**src/rtl/glcm_axi_reader.sv**
```systemverilog
// AXI4 read-burst fetch engine: reads a 32x32 5-bit image as 16 INCR bursts of 16 beats
// and streams each word as four packed pixels. Optional response checking: GLCM_RD_RESP_CHECK_EN.
module glcm_axi_reader #(
  parameter int ID_WIDTH   = 4,
  parameter int ADDR_WIDTH = 32,
  parameter int DATA_WIDTH = 32,
  parameter int NUM_BURSTS = 16
) (
  input  logic                  clk,
  input  logic                  rst_n,
  input  logic                  start,
  input  logic [ADDR_WIDTH-1:0] base_addr,
  output logic                  busy,
  output logic                  done,
  output logic                  err,
  output logic [ID_WIDTH-1:0]   arid_m_inf,
  output logic [ADDR_WIDTH-1:0] araddr_m_inf,
  output logic [3:0]            arlen_m_inf,
  output logic [2:0]            arsize_m_inf,
  output logic [1:0]            arburst_m_inf,
  output logic                  arvalid_m_inf,
  input  logic                  arready_m_inf,
  input  logic [ID_WIDTH-1:0]   rid_m_inf,
  input  logic [DATA_WIDTH-1:0] rdata_m_inf,
  input  logic [1:0]            rresp_m_inf,
  input  logic                  rlast_m_inf,
  input  logic                  rvalid_m_inf,
  output logic                  rready_m_inf,
  output logic                  out_valid,
  output logic [19:0]           out_pix,
  output logic [7:0]            out_idx,
  input  logic                  out_ready
);

  localparam int BCW = (NUM_BURSTS > 1) ? $clog2(NUM_BURSTS) : 1;

  typedef enum logic [1:0] {IDLE, ADDR, DATA, FIN} state_t;

  state_t                state;
  logic [ADDR_WIDTH-1:0] base_q;
  logic [BCW-1:0]        burst_cnt;
  logic [3:0]            beat_cnt;
  logic                  beat_hs;
  logic                  last_beat;
  logic                  last_burst;

  assign arid_m_inf    = '0;
  assign arlen_m_inf   = 4'd15;
  assign arsize_m_inf  = 3'b010;
  assign arburst_m_inf = 2'b01;

  // NOTE: rready is a pure function of registered state and out_ready, so it can drop in
  // the same cycle the output register stalls; a continuous assign cannot infer a latch.
  assign rready_m_inf = (state == DATA) && (!out_valid || out_ready);
  assign beat_hs      = rvalid_m_inf && rready_m_inf;
  assign last_beat    = (beat_cnt == 4'd15);
  assign last_burst   = (burst_cnt == BCW'(NUM_BURSTS - 1));

  // NOTE: all state uses non-blocking assignments so every register samples pre-edge values;
  // the reset branch is synchronous and covers every register, mid-burst included.
  always_ff @(posedge clk) begin
    if (!rst_n) begin
      state         <= IDLE;
      base_q        <= '0;
      burst_cnt     <= '0;
      beat_cnt      <= '0;
      arvalid_m_inf <= 1'b0;
      araddr_m_inf  <= '0;
      out_valid     <= 1'b0;
      out_pix       <= '0;
      out_idx       <= '0;
      busy          <= 1'b0;
      done          <= 1'b0;
`ifdef GLCM_RD_RESP_CHECK_EN
      err           <= 1'b0;
`endif
    end else begin
      done <= 1'b0;

      // One-entry output register: load on an accepted beat, otherwise drain on out_ready.
      if (beat_hs) begin
        out_valid <= 1'b1;
        out_pix   <= {rdata_m_inf[28:24], rdata_m_inf[20:16], rdata_m_inf[12:8], rdata_m_inf[4:0]};
        out_idx   <= 8'({burst_cnt, beat_cnt});
      end else if (out_ready) begin
        out_valid <= 1'b0;
      end

`ifdef GLCM_RD_RESP_CHECK_EN
      if (beat_hs && ((rresp_m_inf != 2'b00) || (rlast_m_inf != last_beat))) begin
        err <= 1'b1;
      end
`endif

      case (state)
        IDLE: begin
          if (start) begin
            base_q        <= {base_addr[ADDR_WIDTH-1:6], 6'b0};
            araddr_m_inf  <= {base_addr[ADDR_WIDTH-1:6], 6'b0};
            burst_cnt     <= '0;
            beat_cnt      <= '0;
            arvalid_m_inf <= 1'b1;
            busy          <= 1'b1;
`ifdef GLCM_RD_RESP_CHECK_EN
            err           <= 1'b0;
`endif
            state         <= ADDR;
          end
        end
        ADDR: begin
          if (arready_m_inf) begin
            arvalid_m_inf <= 1'b0;
            state         <= DATA;
          end
        end
        DATA: begin
          // Burst length is fixed at 16, so the beat counter, not rlast, ends a burst.
          if (beat_hs) begin
            beat_cnt <= beat_cnt + 4'd1;
            if (last_beat) begin
              burst_cnt <= burst_cnt + BCW'(1);
              if (last_burst) begin
                state <= FIN;
              end else begin
                araddr_m_inf  <= base_q + (ADDR_WIDTH'(burst_cnt + BCW'(1)) << 6);
                arvalid_m_inf <= 1'b1;
                state         <= ADDR;
              end
            end
          end
        end
        FIN: begin
          if (!out_valid || out_ready) begin
            done  <= 1'b1;
            busy  <= 1'b0;
            state <= IDLE;
          end
        end
        default: state <= IDLE;
      endcase
    end
  end

`ifdef GLCM_RD_RESP_CHECK_EN
  logic unused_inputs;
  assign unused_inputs = ^{rid_m_inf, base_addr[5:0], rdata_m_inf[31:29], rdata_m_inf[23:21],
                           rdata_m_inf[15:13], rdata_m_inf[7:5]};
`else
  assign err = 1'b0;

  logic unused_inputs;
  assign unused_inputs = ^{rid_m_inf, base_addr[5:0], rdata_m_inf[31:29], rdata_m_inf[23:21],
                           rdata_m_inf[15:13], rdata_m_inf[7:5], rresp_m_inf, rlast_m_inf};
`endif

endmodule

```
**config.mk**
```make
export PLATFORM = sky130hd
export DESIGN_NAME = glcm_axi_reader
export DESIGN_NICKNAME = d
export VERILOG_FILES = /design/src/rtl/glcm_axi_reader.sv
export SDC_FILE = /design/constraint.sdc
export NUM_CORES = 1
export LEC_CHECK = 0
export CAP_MARGIN = 20
export CORE_UTILIZATION = 30
export CTS_CLUSTER_SIZE = 25
export DETAILED_ROUTE_END_ITERATION = 10
export PLACE_DENSITY = 0.63
export RECOVER_POWER = 50
export SETUP_SLACK_MARGIN = 0.05
export SYNTH_ARGS = -nofsm -noshare
export SYNTH_HDL_FRONTEND = slang
export SYNTH_SLANG_ARGS = --single-unit
```
**constraint.sdc**
```tcl
create_clock -name clk -period 2.3 [get_ports clk]
set_clock_uncertainty 0.2 [all_clocks]
set_input_delay 0.69 -clock clk [delete_from_list [all_inputs] [get_ports clk]]
set_output_delay 0.69 -clock clk [all_outputs]
set_load 0.01 [all_outputs]
```
==> Yosys cells after proc, flatten, opt, wreduce, memory -nomap -nowiden <==
Index checks and enable logic that the tools add are counted.
{ "classes": {"addsub": 4, "n_mul": 0, "div_mod_pow": 0, "magnitude_cmp": 0, "eq_ne": 11, "shifts": 0, "mux": 29, "bitwise_logic": 0, "reduce_logical": 17} }
{ "op_table": {"columns": ["cell", "n"], "rows": [
  ["2-to-1 mux 32 bit", 4],
  ["one-hot mux 32 bit (2 select lines)", 1],
  ["adder 32 x 11 -> 32 bit", 1],
  ["2-to-1 mux 4 bit", 4],
  ["one-hot mux 4 bit (2 select lines)", 2],
  ["2-to-1 mux 2 bit", 6],
  ["inequality test 2 bit, second input constant", 6],
  ["AND reduction 5 bit", 2],
  ["2-to-1 mux 1 bit", 9],
  ["adder 4 x 1 -> 4 bit, second input constant", 2],
  ["== test 4 bit, second input constant", 2],
  ["one-hot mux 2 bit (4 select lines)", 1],
  ["AND reduction 3 bit", 2],
  ["AND reduction 6 bit", 1],
  ["nonzero test 2 bit", 3],
  ["adder 4 x 1 -> 5 bit, second input constant", 1],
  ["== test 2 bit, second input constant", 2],
  ["AND reduction 2 bit", 2],
  ["AND reduction 4 bit", 1],
  ["one-hot mux 1 bit (3 select lines)", 1],
  ["nonzero test 3 bit", 1],
  ["== test 2 x 1 -> 1 bit, second input constant", 1],
  ["logical AND 1 bit", 2],
  ["zero test 2 bit", 1],
  ["other kinds (3)", 3]
]} }
{ "totals": {"register_bits": 100, "latchBits": 0, "ramBits": 0, "rom_bits": 0, "in_bits": 77, "mem_count": 0} }

==> Longest topological paths before layout <==
Gate-level depths: netlist of run 1.
{ "logic_depth": {"word_depth": 6, "depth_mapped": 10, "depth_no_buf": 9} }

==> Worst setup path before layout of run 1 <==
Ideal clock, no wire load.
{ "synth_timing": {"path_kind": "flip-flop to flip-flop", "start": "register burst_cnt[0]", "end": "register araddr_m_inf[15]", "setup_time_ns": 0.117, "t_arrival_ns": 2.171, "required_time_ns": 1.983, "setup_slack_ns": -0.188, "path_stages_with_launch": 10, "synth_period_minus_slack_ns": 2.488, "cell_sequence": "dfxtp_1 -> ha_1 -> xor2_1 -> ha_1 -> or2_1 -> a311o_4 -> buf_6 -> nand4_2 -> nand3b_1 -> a32o_1"} }
{ "synth_between": {"elab_chain_cells": 6, "word_cells_on_any_way": 9, "cone_classes": "add/sub: 2; eq/ne: 2; mux: 4; reduce/logical: 1"} }
{ "synth_lines": {"columns": ["item", "line_no", "rtl"], "rows": [
  ["start: declaration", "41", "logic [BCW-1:0] burst_cnt;"],
  ["start signal: assignment", "121", "burst_cnt <= burst_cnt + BCW'(1);"],
  ["adder 4 x 1 -> 5 bit", "125", "araddr_m_inf <= base_q + (ADDR_WIDTH'(burst_cnt + BCW'(1)) << 6);"],
  ["adder 32 x 11 -> 32 bit", "125", null],
  ["2-to-1 mux 32 bit", "122", "if (last_burst) begin"],
  ["2-to-1 mux 32 bit", "120", "if (last_beat) begin"],
  ["2-to-1 mux 32 bit", "118", "if (beat_hs) begin"],
  ["one-hot mux 32 bit (2 select lines)", "95", "case (state)"],
  ["end signal: assignment", "99", "araddr_m_inf <= {base_addr[ADDR_WIDTH-1:6], 6'b0};"],
  ["end signal: assignment", "125", null],
  ["end: declaration", "17", "output logic [ADDR_WIDTH-1:0] araddr_m_inf,"]
]} }
Several ways; a longest one is shown, not always the timed one. The select of a mux whose other input is x is not followed.
A chain may end at the register's enable or synchronous reset.

==> Worst setup path after layout of run 1 <==
{ "layout_timing": {"start": "register burst_cnt[0]", "end": "register araddr_m_inf[12]"} }
Same word-level chain as after synthesis.

==> metrics.json, run 1 <==
{
  "synthesis": {
    "sequential_element_share_of_the_synthesized_area_pct": 41.7,
    "ys.flop_type": "dfxtp_1",
    "ys_seq_elements": 94,
    "synth_cells": 567,
    "synth_top_area_cell": "dfxtp_1",
    "area_share_of_the_leading_cell_type_in_the_synthesized_netlist_pct": 41.7,
    "yosys.cell_types.count": 58,
    "ys.warnings.count": 0,
    "synth.top_cells.by_area": "dfxtp_1 42%, nand2_1 11%, a21oi_1 7.9%",
    "total_standard_cell_area_after_synthesis_sq_um": 4510,
    "async_flop_share_pct": 0,
    "synthesized_area_per_cell_sq_um": 7.96,
    "synth_edf_count": 0
  },
  "timing": {
    "setup_repair_after_global_routing_missed_its_margin": "true",
    "final_setup_violation_count": 20,
    "clock.fmax_mhz": 414,
    "portion_of_the_clock_cycle_consumed_by_the_worst_path_in_the_final_layout_pct": 105,
    "fin_crit_ps": 2420,
    "fin_ws_ps": -117,
    "timing_hold_violations_final": 0,
    "maxSlewViolCount": 0
  },
  "power": {
    "power_density_nw_per_um2": 614,
    "total_leakage_power_uw": 0.00271,
    "vdd.ir_drop.worst_uv": 364
  },
  "grt": {
    "grt_pass1_wl_mm": 21.6,
    "grt_antenna_before_repair": 0,
    "grtUsageTotal_pct": 17.3,
    "grt_max_degree": 40,
    "global_route.usage.met2_pct": 28.8,
    "met1_resource_use_gr_pct": 22.3,
    "grt_use_met3_pct": 2.84,
    "grt_overflow_total": 0,
    "global_route.peak_usage_layer": "met2",
    "vias_in_the_first_global_route": 4382
  },
  "place": {
    "io_buffers": 110,
    "routability_congestion_estimate_from_global_placement": 0.841,
    "dp_worst_setup_slack_ps": -538,
    "hpwlAfterDp_mm": 9.60,
    "detailed_place.area_sq_um": 6220
  },
  "critical_path": {
    "critPathLaunchType": "register",
    "worst-setup-path-type": "register to register",
    "timing.critical_path.required_ps": 2350,
    "crit_fanout": 5,
    "worst_setup_ep_type": "register",
    "critical_path_arrival_ps": 2470,
    "timing.reg2reg.worst_path_depth": 9,
    "regToRegEndpoint": "araddr_m_inf[12]",
    "rr_startpoint": "burst_cnt[0]",
    "rrSetupSlack_ps": -120
  },
  "run_status": {
    "outcome": "finished with violations",
    "failed_checks": "setup timing"
  },
  "flow_run": {
    "maxCapViolations": 0
  },
  "min_path": {
    "worstHoldPathCells": 2,
    "hold_path_startpoint": "out_idx[4]",
    "type_of_the_worst_min_delay_path": "register to register",
    "hold-path-endpoint": "out_idx[4]"
  },
  "cells_and_area": {
    "final_layout_size_suffix_gt1_share_pct": 17.8,
    "core_util_final_pct": 46.1,
    "areaGrowthSynthToFinish_pct": 49.2,
    "finish.net_count": 806,
    "fillerInstances": 1388,
    "stdcell_area_sq_um": 6730,
    "antennaDiodeCount": 0
  },
  "floorplanning": {
    "io-pin-count": 156,
    "placementRows": 44,
    "area_of_the_core_region_sq_um": 14600,
    "design.die.area_sq_um": 15500,
    "die_w_um": 125,
    "die_h_um": 125,
    "floorplan.initialDensity_pct": 30.9
  },
  "drt": {
    "routed_wl_mm": 13.3,
    "route.vias.total": 4469,
    "drcViolationCount": 0,
    "avgRoutedWirePerCell_um": 14.6,
    "drt-pass1-iter-count": 4,
    "avgViaCountPerCell": 4.92,
    "drtIter0Drc": 221,
    "antenna_left": 0
  },
  "clocking": {
    "clkSlewWorstSetupHoldPaths_ps": 70,
    "total_number_of_h_tree_levels": 3,
    "clock_latency_ps": 340,
    "inserted_clock_buffers": 9,
    "ctsLongestPathBuffers": 2,
    "cts.sinks": 94,
    "tritoncts": "done",
    "clk_root_buf": "clkbuf_16"
  }
}
-- critical path: stages (launching register included) --
cell and delay [ps]:
dfxtp_4 370, ha_4 170, xor2_1 140, ha_2 190, buf_4 130, a21o_1 180
a211o_4 370, buf_6 140, and4_1 190, o41ai_2 260
-- state kept, by name (all words and copies together) (netlist names) --
name / count
araddr_m_inf: 26
burst_cnt: 4
out_valid: 1
state: 2
base_q: 26
beat_cnt: 4
out_idx: 8
busy: 1
done: 1
arvalid_m_inf: 1
out_pix: 20
-- cells in the mapped netlist, types with 4 or more instances --
| master | instances |
|---|---|
| and2_1 | 4 |
| nor3_1 | 6 |
| a21o_1 | 5 |
| nand3_1 | 17 |
| o22ai_1 | 4 |
| xor2_1 | 14 |
| clkbuf_1 | 26 |
| o21ai_0 | 17 |
| a21boi_0 | 4 |
| xnor2_1 | 5 |
| dfxtp_1 | 94 |
| nand4_1 | 10 |
| a21oi_1 | 71 |
| nor2_1 | 21 |
| inv_1 | 9 |
| a31oi_1 | 8 |
| buf_4 | 21 |
| a211oi_1 | 5 |
| buf_2 | 11 |
| nand2b_1 | 4 |
| and4_1 | 6 |
| and3_1 | 5 |
| ha_1 | 8 |
| nand2_1 | 138 |
| o221ai_1 | 4 |
-- what timing repair did --
action	CTS	global route
gates resized for setup	25	18
pin swaps	35	16
buffers inserted	5	1
hold buffers	0	0
setup endpoints to repair	23	28
cloned	1	0
-- report_power, final --
part	total (uW)	leakage [uW]	switching, uW	internal, uW
registers	1790	0.000769	72.2	1720
logic	749	0.00179	366	383
clock network	1590	0.000150	634	956
-- worst max-delay path by stage --
| stage | start | to | slack (ps) | cells after the start |
|---|---|---|---|---|
| 3_3_place_gp | out_ready | rready_m_inf | -520 | 4 |
| 4_1_cts | burst_cnt[0] | araddr_m_inf[17] | -130 | 7 |
| 5_1_grt | burst_cnt[0] | araddr_m_inf[29] | -200 | 7 |
| 6_report | burst_cnt[0] | araddr_m_inf[12] | -120 | 9 |
| 2_1_floorplan | burst_cnt[1] | araddr_m_inf[15] | -40 | 9 |
| 3_5_place_dp | out_ready | rready_m_inf | -540 | 4 |
-- cells by family (layout without fill, tap and decap cells) --
kind of cell	Yosys count	in the layout	share of synthesized area [%]
AND/OR/NAND/NOR	227	227	23.1
AO/OA/AOI/OAI	144	145	20.0
flip-flops	94	94	41.7
buffers and inverters	69	208	7.96
XOR/XNOR	19	19	3.69
adder cells (fa/ha/maj)	9	9	2.66
multiplexers	3	3	0.693
other	2	20	0.166
-- layout make-up --
| cell class | count | area (sq um) | area share (%) |
|---|---|---|---|
| Tap cell | 184 | 230 | 3.42 |
| Clock buffer | 11 | 233 | 3.46 |
| Multi-Input combinational cell | 423 | 2530 | 37.6 |
| Inverter | 10 | 37.5 | 0.558 |
| Sequential cell | 94 | 1890 | 28.1 |
| Timing Repair Buffer | 182 | 1730 | 25.7 |
| Clock inverter | 5 | 81.3 | 1.21 |
-- cells in the final DEF (no fill, tap or decap), drive strengths merged, types with 5 or more instances in the layout --
cell	instances
inv	10
and4	6
buf	70
ha	8
a21o	5
nor2	21
nor3	6
clkbuf	14
nand2	138
nand4	12
o21ai	17
a211oi	5
dlygate4sd3	30
conb	20
a21boi	5
nand3	18
dfxtp	94
and3	5
xnor2	5
a31oi	8
clkdlybuf4s50	78
xor2	14
a21oi	72
-- per-layer routing --
| metal | vias up | part of all wire [%] |
|---|---|---|
| li1 | 2240 | - |
| met1 | 2112 | 46 |
| met2 | 105 | 49 |
| met3 | 12 | 4.2 |
| met4 | 0 | 1.3 |
| met5 | - | 0 |
-- through the flow --
| stage | TNS, ps | power [uW] | cells | hold slack [ps] |
|---|---|---|---|---|
| finish | -1160 | 4130 | 909 | 254 |
| global route | -2920 | 4320 | 909 | 272 |
| CTS | -1330 | 4170 | 908 | 258 |
| detailed placement | -16150 | 2560 | 886 | 249 |
| global placement | -14020 | 2550 | 886 | 244 |
| floorplan | -192 | 2180 | 585 | 240 |
Power figures use the tool's default switching activity.
==> inputs of run 2 (changes only) <==
--- a/config.mk
+++ b/config.mk
@@ -7,6 +7,7 @@
 export LEC_CHECK = 0
 export CAP_MARGIN = 20
 export CORE_UTILIZATION = 30
+export CTS_CLUSTER_DIAMETER = 80
 export CTS_CLUSTER_SIZE = 25
 export DETAILED_ROUTE_END_ITERATION = 10
 export PLACE_DENSITY = 0.63
==> results of run 2 <==
Same layout as run 1: the final DEF is identical, and so are final timing and power.
